[config.mk]
export PLATFORM = sky130hd
export DESIGN_NAME = multicycle_ctrl
export DESIGN_NICKNAME = d
export VERILOG_FILES = /design/src/rtl/ctrl_pkg.sv /design/src/rtl/alu_decoder.sv /design/src/rtl/multicycle_ctrl.sv
export SDC_FILE = /design/constraint.sdc
export NUM_CORES = 1
export LEC_CHECK = 0
export BUFFER_PORTS_ARGS = -buffer_cell sky130_fd_sc_hd__buf_2
export CORE_MARGIN = 1
export CORE_UTILIZATION = 43
export DETAILED_ROUTE_END_ITERATION = 10
export PLACE_DENSITY_LB_ADDON = 0.12
export RECOVER_POWER = 25
export SLEW_MARGIN = 5
export SYNTH_ARGS = -nofsm -noshare
export SYNTH_HDL_FRONTEND = slang
export SYNTH_HIERARCHICAL = 1
export SYNTH_SLANG_ARGS = --single-unit
[constraint.sdc]
create_clock -name clk -period 1.7 [get_ports clk]
set_input_delay 0.34 -clock clk [delete_from_list [all_inputs] [get_ports clk]]
set_output_delay 0.34 -clock clk [all_outputs]
set_load 0.03 [all_outputs]
[src/rtl/ctrl_pkg.sv]
// ctrl_pkg: shared encodings for the multicycle RV32I control unit.
//   state_e        - controller states
//   aluop_e        - ALU operation class handed to alu_decoder
//   ALU_*          - ALUControl codes
//   OP_*           - opcode constants (instr[6:0])
//   RES_/SRCA_/SRCB_/IMM_* - datapath select encodings
//   imm_sel()      - immediate format for a given opcode
package ctrl_pkg;

  typedef enum logic [3:0] {
    S_FETCH,
    S_DECODE,
    S_MEMADR,
    S_MEMREAD,
    S_MEMWB,
    S_MEMWRITE,
    S_EXECR,
    S_EXECI,
    S_ALUWB,
    S_BRANCH,
    S_JAL,
    S_JALR,
    S_UPPER,
    S_HALT
  } state_e;

  typedef enum logic [1:0] {
    ALUOP_ADD,
    ALUOP_SUB,
    ALUOP_FUNCT,
    ALUOP_PASSB
  } aluop_e;

  localparam logic [3:0] ALU_ADD   = 4'b0000;
  localparam logic [3:0] ALU_SUB   = 4'b0001;
  localparam logic [3:0] ALU_AND   = 4'b0010;
  localparam logic [3:0] ALU_OR    = 4'b0011;
  localparam logic [3:0] ALU_XOR   = 4'b0100;
  localparam logic [3:0] ALU_SLTU  = 4'b0101;
  localparam logic [3:0] ALU_SLT   = 4'b0110;
  localparam logic [3:0] ALU_PASSB = 4'b0111;
  localparam logic [3:0] ALU_SLL   = 4'b1000;
  localparam logic [3:0] ALU_SRL   = 4'b1001;
  localparam logic [3:0] ALU_SRA   = 4'b1010;

  localparam logic [6:0] OP_LOAD   = 7'b0000011;
  localparam logic [6:0] OP_STORE  = 7'b0100011;
  localparam logic [6:0] OP_RTYPE  = 7'b0110011;
  localparam logic [6:0] OP_ITYPE  = 7'b0010011;
  localparam logic [6:0] OP_BRANCH = 7'b1100011;
  localparam logic [6:0] OP_JAL    = 7'b1101111;
  localparam logic [6:0] OP_JALR   = 7'b1100111;
  localparam logic [6:0] OP_LUI    = 7'b0110111;
  localparam logic [6:0] OP_AUIPC  = 7'b0010111;

  localparam logic [1:0] RES_ALUOUT    = 2'b00;
  localparam logic [1:0] RES_DATA      = 2'b01;
  localparam logic [1:0] RES_ALURESULT = 2'b10;

  localparam logic [1:0] SRCA_PC    = 2'b00;
  localparam logic [1:0] SRCA_OLDPC = 2'b01;
  localparam logic [1:0] SRCA_RS1   = 2'b10;

  localparam logic [1:0] SRCB_RS2   = 2'b00;
  localparam logic [1:0] SRCB_IMM   = 2'b01;
  localparam logic [1:0] SRCB_FOUR  = 2'b10;

  localparam logic [2:0] IMM_I = 3'b000;
  localparam logic [2:0] IMM_S = 3'b001;
  localparam logic [2:0] IMM_B = 3'b010;
  localparam logic [2:0] IMM_J = 3'b011;
  localparam logic [2:0] IMM_U = 3'b100;

  function automatic logic [2:0] imm_sel(input logic [6:0] op);
    case (op)
      OP_STORE:         return IMM_S;
      OP_BRANCH:        return IMM_B;
      OP_JAL:           return IMM_J;
      OP_LUI, OP_AUIPC: return IMM_U;
      default:          return IMM_I;
    endcase
  endfunction

endpackage

[src/rtl/alu_decoder.sv]
// alu_decoder: combinational ALUControl generation.
//   alu_op     - operation class chosen by the controller state
//   funct3     - instr[14:12]
//   funct7b5   - instr[30]
//   op5        - instr[5], set for R-type, clear for I-type ALU ops
//   alucontrol - ALU operation code
module alu_decoder
  import ctrl_pkg::*;
(
  input  aluop_e      alu_op,
  input  logic [2:0]  funct3,
  input  logic        funct7b5,
  input  logic        op5,
  output logic [3:0]  alucontrol
);

  always_comb begin
    alucontrol = ALU_ADD;
    case (alu_op)
      ALUOP_ADD:   alucontrol = ALU_ADD;
      ALUOP_SUB:   alucontrol = ALU_SUB;
      ALUOP_PASSB: alucontrol = ALU_PASSB;
      ALUOP_FUNCT: begin
        case (funct3)
          // addi carries immediate bits in instr[30], so only R-type may subtract
          3'b000:  alucontrol = (op5 && funct7b5) ? ALU_SUB : ALU_ADD;
          3'b001:  alucontrol = ALU_SLL;
          3'b010:  alucontrol = ALU_SLT;
          3'b011:  alucontrol = ALU_SLTU;
          3'b100:  alucontrol = ALU_XOR;
          3'b101:  alucontrol = funct7b5 ? ALU_SRA : ALU_SRL;
          3'b110:  alucontrol = ALU_OR;
          default: alucontrol = ALU_AND;
        endcase
      end
      default:     alucontrol = ALU_ADD;
    endcase
  end

endmodule

[src/rtl/multicycle_ctrl.sv]
// multicycle_ctrl: Moore-style main controller for a multicycle RV32I core.
//   clk, rst                        - clock, synchronous active-high reset
//   op, funct3, funct7b5            - instruction fields
//   Zero, signedLess, unsignedLess  - ALU flags for branch resolution
//   mem_ready                       - memory completes the access this cycle
//   PCWrite, AdrSrc, MemWrite, IRWrite, RegWrite - datapath strobes
//   ResultSrc, ALUSrcA, ALUSrcB     - datapath selects
//   ALUControl, ImmSrc              - ALU operation, immediate format
//   illegal                         - sticky unsupported-opcode flag
module multicycle_ctrl
  import ctrl_pkg::*;
(
  input  logic        clk,
  input  logic        rst,
  input  logic [6:0]  op,
  input  logic [2:0]  funct3,
  input  logic        funct7b5,
  input  logic        Zero,
  input  logic        signedLess,
  input  logic        unsignedLess,
  input  logic        mem_ready,
  output logic        PCWrite,
  output logic        AdrSrc,
  output logic        MemWrite,
  output logic        IRWrite,
  output logic        RegWrite,
  output logic [1:0]  ResultSrc,
  output logic [1:0]  ALUSrcA,
  output logic [1:0]  ALUSrcB,
  output logic [3:0]  ALUControl,
  output logic [2:0]  ImmSrc,
  output logic        illegal
);

  state_e state, state_next;
  aluop_e alu_op;
  logic   pcwrite_raw, memwrite_raw, irwrite_raw, regwrite_raw;
  logic   taken;

  always_ff @(posedge clk) begin
    if (rst) begin
      state   <= S_FETCH;
      illegal <= 1'b0;
    end else begin
      state <= state_next;
      if (state_next == S_HALT)
        illegal <= 1'b1;
    end
  end

  always_comb begin
    case (funct3)
      3'b000:  taken = Zero;
      3'b001:  taken = ~Zero;
      3'b100:  taken = signedLess;
      3'b101:  taken = ~signedLess;
      3'b110:  taken = unsignedLess;
      3'b111:  taken = ~unsignedLess;
      default: taken = 1'b0;
    endcase
  end

  always_comb begin
    state_next   = state;
    pcwrite_raw  = 1'b0;
    memwrite_raw = 1'b0;
    irwrite_raw  = 1'b0;
    regwrite_raw = 1'b0;
    AdrSrc       = 1'b0;
    ResultSrc    = RES_ALUOUT;
    ALUSrcA      = SRCA_PC;
    ALUSrcB      = SRCB_RS2;
    alu_op       = ALUOP_ADD;

    case (state)
      S_FETCH: begin
        ALUSrcB   = SRCB_FOUR;
        ResultSrc = RES_ALURESULT;
        if (mem_ready) begin
          irwrite_raw = 1'b1;
          pcwrite_raw = 1'b1;
          state_next  = S_DECODE;
        end
      end
      S_DECODE: begin
        ALUSrcA = SRCA_OLDPC;
        ALUSrcB = SRCB_IMM;
        case (op)
          OP_LOAD, OP_STORE: state_next = S_MEMADR;
          OP_RTYPE:          state_next = S_EXECR;
          OP_ITYPE:          state_next = S_EXECI;
          OP_BRANCH:         state_next = S_BRANCH;
          OP_JAL:            state_next = S_JAL;
          OP_JALR:           state_next = S_JALR;
          OP_LUI, OP_AUIPC:  state_next = S_UPPER;
          default:           state_next = S_HALT;
        endcase
      end
      S_MEMADR: begin
        ALUSrcA    = SRCA_RS1;
        ALUSrcB    = SRCB_IMM;
        state_next = op[5] ? S_MEMWRITE : S_MEMREAD;
      end
      S_MEMREAD: begin
        AdrSrc = 1'b1;
        if (mem_ready)
          state_next = S_MEMWB;
      end
      S_MEMWB: begin
        ResultSrc    = RES_DATA;
        regwrite_raw = 1'b1;
        state_next   = S_FETCH;
      end
      S_MEMWRITE: begin
        AdrSrc       = 1'b1;
        memwrite_raw = 1'b1;
        if (mem_ready)
          state_next = S_FETCH;
      end
      S_EXECR: begin
        ALUSrcA    = SRCA_RS1;
        alu_op     = ALUOP_FUNCT;
        state_next = S_ALUWB;
      end
      S_EXECI: begin
        ALUSrcA    = SRCA_RS1;
        ALUSrcB    = SRCB_IMM;
        alu_op     = ALUOP_FUNCT;
        state_next = S_ALUWB;
      end
      S_ALUWB: begin
        regwrite_raw = 1'b1;
        state_next   = S_FETCH;
      end
      S_BRANCH: begin
        ALUSrcA     = SRCA_RS1;
        alu_op      = ALUOP_SUB;
        pcwrite_raw = taken;
        state_next  = S_FETCH;
      end
      S_JALR: begin
        // target rs1+imm overwrites the DECODE-computed ALUOut, then JAL redirects
        ALUSrcA    = SRCA_RS1;
        ALUSrcB    = SRCB_IMM;
        state_next = S_JAL;
      end
      S_JAL: begin
        ALUSrcA     = SRCA_OLDPC;
        ALUSrcB     = SRCB_FOUR;
        pcwrite_raw = 1'b1;
        state_next  = S_ALUWB;
      end
      S_UPPER: begin
        ALUSrcB = SRCB_IMM;
        if (op[5]) begin
          ALUSrcA = SRCA_PC;
          alu_op  = ALUOP_PASSB;
        end else begin
          ALUSrcA = SRCA_OLDPC;
        end
        state_next = S_ALUWB;
      end
      S_HALT:  state_next = S_HALT;
      default: state_next = S_FETCH;
    endcase
  end

  // write strobes are suppressed while reset is asserted
  assign PCWrite  = pcwrite_raw  & ~rst;
  assign MemWrite = memwrite_raw & ~rst;
  assign IRWrite  = irwrite_raw  & ~rst;
  assign RegWrite = regwrite_raw & ~rst;
  assign ImmSrc   = imm_sel(op);

  alu_decoder u_alu_decoder (
    .alu_op     (alu_op),
    .funct3     (funct3),
    .funct7b5   (funct7b5),
    .op5        (op[5]),
    .alucontrol (ALUControl)
  );

endmodule

Yosys cells after proc, flatten, opt, wreduce, memory -nomap -nowiden
Index checks and enable logic that the tools add are counted.

cells by class
  reductions and logical operators = 14
  equality and inequality tests = 33
  muxes and demuxes = 24
  bitwise logic cells = 8

operators by type and width
  operator                                                         number
  4-bit case mux with 7 select lines                               2
  4-bit case mux with 8 select lines                               1
  4-bit == test, second input constant                             7
  7-bit by 6-bit == test with 1-bit output, second input constant  3
  7-bit == test, second input constant                             3
  4-bit by 3-bit == test with 1-bit output, second input constant  4
  4-bit case mux with 4 select lines                               1
  7-bit by 5-bit == test with 1-bit output, second input constant  2
  2-bit OR reduction                                               7
  3-bit == test, second input constant                             4
  4-bit 2-to-1 mux                                                 3
  2-bit case mux with 3 select lines                               2
  3-bit case mux with 4 select lines                               1
  5-bit OR reduction                                               2
  4-bit by 2-bit == test with 1-bit output, second input constant  2
  2-bit case mux with 2 select lines                               2
  7-bit by 2-bit == test with 1-bit output, second input constant  1
  1-bit 2-to-1 mux                                                 7
  3-bit by 2-bit == test with 1-bit output, second input constant  2
  1-bit case mux with 6 select lines                               1
  1-bit bitwise AND                                                4
  2-bit == test, second input constant                             2
  4-bit by 1-bit == test with 1-bit output, second input constant  1
  4-bit logical NOT                                                1
  other kinds (10)                                                 14

storage, ports and cells
  input bits = 17
  word-level logic and storage cells = 81
  output and inout port bits = 19
  register bits = 5

Depth between registers and ports, before layout
Gate-level depths: netlist of the first run.

  word-level depth = 5
  mapped depth = 7
  gate-level depth less buffers = 6

Modules after synthesis
The synthesis of the first run kept the hierarchy.

by module, submodules not included
  module           area each (sq um)  cells each  seq. area each (sq um)  instances
  multicycle_ctrl  769.5              109         100.1                   1
  alu_decoder      98.8               15          0.0                     1

Least setup slack after synthesis of the first run
Ideal clock, no wire load.

  path kind = input to output
  start point = input funct3[2]
  end point = output PCWrite
  stages = 5
  arrival = 2.383 ns
  path buffers = 0
  required time = 1.360 ns
  slack = -1.023 ns
  cells stage by stage = mux2i_1 xor2_1 o21ai_1 a311oi_1 a2111oi_0

on the way
  cells in the longest elaborated chain, start to end = 4
  elaborated cells on any way between the ends = 9
  classes of those cells = eq/ne (5); mux (2); bitwise (1); reduce/logical (1)

RTL lines
  element                                      RTL line                text
  from (decl)                                  multicycle_ctrl.sv:16   input logic [2:0] funct3,
  3-bit == test, or another cell as far along  multicycle_ctrl.sv:52   case (funct3)
  1-bit case mux with 6 select lines *         multicycle_ctrl.sv:52
  1-bit case mux with 3 select lines *         multicycle_ctrl.sv:75   case (state)
  1-bit bitwise AND *                          multicycle_ctrl.sv:169  assign PCWrite = pcwrite_raw & ~rst;
  to (decl)                                    multicycle_ctrl.sv:22   output logic PCWrite,

Every way passes the cells marked *; elsewhere a longest branch is shown, timed or not.

Worst setup path after layout of the first run
  start point = register state[3]
  end point = output ALUControl[3]

on the way
  cells in the longest elaborated chain, start to end = 5
  elaborated cells on any way between the ends = 11
  classes of those cells = eq/ne (7); mux (2); reduce/logical (2)

RTL lines
  element                                      RTL line               text
  from (decl)                                  multicycle_ctrl.sv:35  state_e state, state_next;
  from (signal assigned)                       multicycle_ctrl.sv:45  state <= state_next;
  4-bit by 3-bit == test with 1-bit output     multicycle_ctrl.sv:75
  2-bit OR reduction (no line)                 -
  2-bit case mux with 3 select lines *         multicycle_ctrl.sv:75
  via alu_op[1]                                multicycle_ctrl.sv:36  aluop_e alu_op;
  2-bit == test, or another cell as far along  alu_decoder.sv:19      case (alu_op)
  4-bit case mux with 4 select lines *         alu_decoder.sv:19
  to (decl)                                    multicycle_ctrl.sv:30  output logic [3:0] ALUControl,

The timed path passes the listed nets; every way through them passes the cells marked *.

==> metrics, run 1 <==
outcome=complete, but fails checks; failing checks=negative setup slack; CTS tree=yes; Max Fclk=476.2 MHz; data arrival time of the critical path=1.76 ns; Synth area leader=dfxtp_1; clk slew on worst S/H paths=0.04 ns; core box area=1802 sq um; ranking of synthesized cells by area=dfxtp_1 12%, a21oi_1 5.8%, nand2b_1 5.0%; DRT iter0 DRCs=19; dpl ws=-0.2748 ns; grt total ovfl=0; wire per inst=17.21 um; post-synthesis cell count=124; HP Class=in2reg; fin crit period=2.100 ns; Reg2Reg Setup Slack=-0.14 ns; YS warnings=6; I/O Pins=36; routed wire length=3614 um; WP buf/inv=3; Startpoint Class=flop; Crit Path Max Fanout=3; vias in the first global route=1053; synth unique cells=50; relative slew slack=74.02%; first-pass GRT wire length=4540 um; # setup viols final=13; r2r startpoint=state[3]; Worst path slowest cell=dfxtp_4; top-area cell type share of the netlist area=11.53%; Avg Cell Area, Syn=7.003 sq um; CTS HTree Levels=1; Final Hold Violating Endpoints=0; DR pass1 iterations=5; area grow syn2layout=80.84%; mapped cell area=868.3 sq um; post-route antenna net violation count=0; gr usage total=28.92%; worst-margin pin slew=0.3799 ns; initial antenna violation count=0; DRC errors left=0; crit-path max cell delay=0.37 ns; clk_skew=0.004518 ns; sequential share of the synthesized area=11.53%; Post-synth top cells=11 x nand2_1, 10 x a21oi_1, 10 x nor2_1; ys flop type=dfxtp_1; Die Ht=46.94 um; Initial Util=48.19%; maximum vdd drop=756.9 uV; Std-Cell Rows=15; fraction of registers with async set/reset=0%; total number of vias=1245; Worst Path Required=1.36 ns; syn_nets=141; Die X=46.94 um; ratio of cells with drive above 1 in the final layout=58.38%; largest net degree at the start of global routing=14; Max Root-Sink Buffers=2; WP depth=8; Worst path top cell family by delay=simple AND/OR/NAND/NOR gates; die area=2203 sq um; # port buffers=35; Fillers=102; critical-path cell list=buf_6 > nand2b_4 > nor3b_2 > nor2_1 > nor2_1 > inv_1 > nor4b_4 > buf_6; most common cell in the netlist=nand2_1; DP Wirelength=2055 um; Layout Cells excl Fill=210; P per Cell Area=878.1 nW/um^2; critical path class=reg2out; CTS root buffer=clkbuf_4; Crit. End Element=output pin; maxcap violations=0; PnR worst setup slack=-0.4001 ns; setup repair after global routing missed its margin=yes; fin crit share=123.5%; hold-fix buffers at CTS=0; via/cell ratio=5.929; GP Congestion=0.8545; utilization after layout=87.15%; Worst-Skew Late Latency=0.25 ns; Leak=0.6414 nW; CTS Buf Count=3; #FFs+latches synth=5; Antenna diodes=0; Worst setup startpoint=state[3]; Slew Viols, Final=0; Setup crit end=ALUControl[3]; path depth of the worst reg2reg path=9; Layout Nets=203; worst reg2reg endpoint=illegal; Clock Sinks=5; Cells after DPL=202; Post-synth EDFFs=0
==> worst min path at each step <==
stage,endpoint,startpoint,slack (ns),cells past startpoint
final,illegal,rst,0.44,2
after global routing,illegal,rst,0.45,2
after CTS,illegal,rst,0.44,2
after detailed placement,illegal,illegal,0.46,2
after global placement,illegal,illegal,0.45,2
after floorplan,illegal,rst,0.44,1
==> final cells by class <==
class / count / area (sq um) / share of cell area (%)
inverters: 5 / 18.77 / 1.195
repair buffers: 66 / 495.5 / 31.55
flip-flops and latches: 5 / 107.6 / 6.853
clock buffers: 4 / 26.28 / 1.673
well taps: 25 / 31.28 / 1.992
multi-input cells: 105 / 890.9 / 56.73
==> layout by cell type, fill, tap and decap left out, drive strengths merged, types with 2 or more instances in the layout <==
cell,n
buf,64
nand2,12
nor2,11
a21oi,10
nand2b,7
nor2b,6
clkbuf,6
inv,5
dfxtp,5
nor3b,4
nand3,4
o211ai,3
nor3,3
nor4,3
xnor2,3
o21ai,3
or3,2
mux2,2
xor2,2
a31oi,2
a211o,2
or3b,2
or2,2
o22ai,2
a2111oi,2
nor4b,2
==> cell families (layout without fill, tap and decap cells) <==
logic type | after synthesis | count (layout) | synth area share, %
multiplexers | 3 | 3 | 3.746
flip-flops | 5 | 5 | 11.53
XOR/XNOR | 5 | 5 | 5.044
AO/OA/AOI/OAI | 33 | 33 | 27.96
AND/OR/NAND/NOR | 64 | 64 | 42.80
buffers and inverters | 14 | 75 | 8.933
==> repair_timing <==
| item | in CTS | in global routing |
|---|---|---|
| pin swaps | 9 | 2 |
| buffers inserted | 2 | 3 |
| setup endpoints to repair | 14 | 16 |
| gates resized for setup | 33 | 15 |
==> routing by layer <==
layer | global-route usage [%] | routed length (um) | vias up
li1 | - | - | 577
met1 | 35.25 | 1398 | 579
met2 | 51.11 | 1855 | 73
met3 | 3.462 | 245 | 16
met4 | 12.00 | 114 | 0
met5 | 0 | 0 | -
==> report_power, final <==
group	switching (mW)	internal [mW]	total [mW]
registers	0.0227	0.141	0.163
logic	0.590	0.481	1.07
clock network	0.0550	0.0891	0.144
==> flip-flops by register name, indices dropped and copies added, names as in the netlist <==
name,count
illegal,1
state,4
==> worst register-to-register path, stage by stage, from the launching register on <==
cell and delay, ns:
dfxtp_4 0.35, buf_4 0.17, buf_12 0.15, nor2_4 0.16
buf_4 0.14, buf_4 0.12, nand2_2 0.07, o311ai_2 0.23
a31oi_1 0.10, o32ai_2 0.26
==> stage by stage <==
stage	total power, mW	area, sq um	TNS (ns)	hold slack [ns]
CTS	1.221	1488	-1.424	0.4438
floorplan	0.6995	974.7	-1.230	0.4450
finish	1.379	1570	-2.764	0.4417
detailed placement	0.9524	1315	-0.4291	0.4630
global placement	0.9370	1315	-0.2619	0.4525
global route	1.443	1570	-3.404	0.4522
Power figures use the tool's default switching activity.
==> run 2: changes to the inputs <==
--- a/config.mk
+++ b/config.mk
@@ -6,8 +6,12 @@
 export NUM_CORES = 1
 export LEC_CHECK = 0
 export BUFFER_PORTS_ARGS = -buffer_cell sky130_fd_sc_hd__buf_2
+export CELL_PAD_IN_SITES_DETAIL_PLACEMENT = 0
+export CELL_PAD_IN_SITES_GLOBAL_PLACEMENT = 2
+export CORE_ASPECT_RATIO = 0.5
 export CORE_MARGIN = 1
-export CORE_UTILIZATION = 43
+export CORE_UTILIZATION = 22
+export CTS_CLUSTER_DIAMETER = 150
 export DETAILED_ROUTE_END_ITERATION = 10
 export PLACE_DENSITY_LB_ADDON = 0.12
 export RECOVER_POWER = 25
==> run 2 against run 1 <==
Compared with the run above:
- the flow still finishes with violations (negative setup slack)
- core utilization decreased by 41 points
- via count decreased by 8.7%
- wire length decreased by 16%
- sequential cell count unchanged
- first-iteration DRC count decreased by 11%
- highest routed layer is now met3
- hold slack improved by 0.030 ns
- non-clock buffer count increased by 7
- largest cell class unchanged
- clock power increased by 53%
- clock-buffer cell count unchanged
- sequential power increased by 4%
- global-route usage decreased by 14 points
==> metrics, run 2 (synthesis results as in run 1) <==
outcome=complete, but fails checks; failing checks=negative setup slack; I/O Pins=36 (unchanged); Max Root-Sink Buffers=2 (unchanged); maxcap violations=0 (unchanged); Tot Pwr=1.413 mW (+2.5%); Crit Path Max Fanout=3 (unchanged); vias in the first global route=1019 (-3.2%); DRC errors left=0 (unchanged); DRT iter0 DRCs=17 (-2); CTS tree=yes; wire per inst=12.53 um (-27%); GR peak layer=met2; core box area=3603 sq um (+100%); total number of vias=1137 (-8.7%); relative slew slack=67.21% (-6.8 points); WP depth=7 (-1); Final Hold Violating Endpoints=0 (unchanged); Setup crit end=ALUControl[3]; WP buf/inv=2 (-1); Final TNS setup=-1.359 ns (+1.406 ns); gr usage total=14.77% (-14 points); DP Wirelength=2385 um (+16%); CTS HTree Levels=1 (unchanged); Die Ht=46.43 um (-1.1%); area grow syn2layout=93.52%; largest net degree at the start of global routing=17 (+3); Crit path top cell by count=nor2_2; # port buffers=35 (unchanged); most flop-heavy register=state; Clock Sinks=5 (unchanged); Startpoint Class=flop; P per Cell Area=841.0 nW/um^2 (-4.2%); dpl ws=-0.2510 ns (+0.02379 ns); worst-margin pin slew=0.4794 ns (+0.09953 ns); maximum vdd drop=360.1 uV (-52%); commonest cells after routing, fill and taps aside=36 x buf_4, 18 x buf_2, 16 x buf_6; biggest regs=state (4), illegal (1); fin area=1680 sq um (+7.0%); r2r startpoint=state[3]; clk_skew=0.002603 ns (-0.001915 ns); setup repair after global routing missed its margin=yes; met2 Track Usage GR=25.91% (-25 points); Die X=90.85 um (+94%); GP Congestion=0.7911 (-7.4%); Crit. End Element=output pin; clk slew on worst S/H paths=0.04 ns (about the same); leading cell type in the layout, fill and taps excluded=buf_4; data arrival time of the critical path=1.58 ns (-0.18 ns); Worst path slowest cell=dfxtp_4; Initial Util=24.10% (-24 points); Reg2Reg Setup Slack=0.01 ns (+0.15 ns); fin crit period=1.923 ns (-0.1773 ns); worst reg2reg endpoint=illegal; Post-DP Area=1393 sq um (+5.9%); initial antenna violation count=0 (unchanged); GR Layer Usage met1=19.86% (-15 points); first-pass GRT wire length=4850 um (+6.8%); PnR worst setup slack=-0.2228 ns (+0.1773 ns); CTS Buf Count=3 (unchanged); Layout Cells excl Fill=243 (+16%); HP Class=in2reg; CTS root buffer=clkbuf_8; Worst Path Required=1.36 ns (about the same); fin crit share=113.1% (-10 points); crit-path max cell delay=0.35 ns (-0.02 ns); critical path class=reg2out; Worst setup startpoint=state[0]; Layout Nets=210 (+3.4%); routed wire length=3045 um (-16%); Largest register FFs=4 (unchanged); critical-path cell list=nand2b_4 > nor3b_2 > nor2_2 > nor2_2 > inv_2 > nor4b_4 > buf_4; Antenna diodes=0 (unchanged); met3 GRT Util=3.135% (-0.33 points); grt total ovfl=0 (unchanged); DR pass1 iterations=4 (-1); Leak=0.6894 nW (+7.5%); Worst-Skew Late Latency=0.22 ns (-0.03 ns); via/cell ratio=4.679 (-21%); Slew Viols, Final=0 (unchanged); Fillers=374 (+270%); ratio of cells with drive above 1 in the final layout=58.85% (+0.48 points); # setup viols final=13 (unchanged); die area=4217 sq um (+91%); Worst path top cell family by delay=simple AND/OR/NAND/NOR gates; Cells after DPL=234 (+16%); post-route antenna net violation count=0 (unchanged); Max Fclk=520.1 MHz (+9.2%); Std-Cell Rows=15 (unchanged); path depth of the worst reg2reg path=8 (-1); hold-fix buffers at CTS=0 (unchanged)
[run 2: cell count changes in the layout (fill, tap and decap cells not counted), sizes merged]
cell  before  now
buf       64   71
[run 2: cell type report]
type / count / area, sq um / area share [%]
Tap cell: 51 / 63.81 / 3.797
Multi-Input combinational cell: 105 / 868.3 / 51.68
Inverter: 5 / 18.77 / 1.117
Timing Repair Buffer: 73 / 569.3 / 33.88
Sequential cell: 5 / 115.1 / 6.850
Clock buffer: 4 / 45.04 / 2.681
[run 2: how the worst min path moves through the flow]
stage                  from  endpoint  slack [ns]  cells past startpoint
floorplan               rst   illegal        0.44                      1
global placement    illegal   illegal        0.47                      2
detailed placement  illegal   illegal        0.48                      2
CTS                     rst   illegal        0.48                      2
global route            rst   illegal        0.48                      2
finish                  rst   illegal        0.47                      2
[run 2: worst register-to-register path: stages (launching register included)]
cell	delay, ns
dfxtp_4	0.35
buf_6	0.14
buf_12	0.13
buf_6	0.12
or3b_1	0.35
a32oi_2	0.23
a211oi_2	0.06
nand2_1	0.09
o32ai_2	0.07
[run 2: power by group]
group | leakage, nW | total (mW) | switching (mW) | internal (mW)
combinational | 0.623 | 1.02 | 0.520 | 0.504
clock | 0.0228 | 0.220 | 0.0590 | 0.161
sequential | 0.0436 | 0.169 | 0.0265 | 0.143
[run 2: repair_timing]
item	4_1_cts	5_1_grt
endpoints found under the setup margin	15	15
setup buffers	2	5
resized for setup	29	33
pin swaps	5	13
[run 2: through the flow]
step | hold WS, ns | utilization (%)
after global routing | 0.4844 | 46.63
after detailed placement | 0.4801 | 38.65
after global placement | 0.4653 | 38.65
after CTS | 0.4754 | 43.19
after floorplan | 0.4450 | -
final | 0.4719 | 46.63
[run 2: per-layer routing]
layer / vias up / part of all wire (%)
li1: 592 / -
met1: 517 / 51
met2: 28 / 45
met3: 0 / 4.1
met4: 0 / 0
met5: - / 0
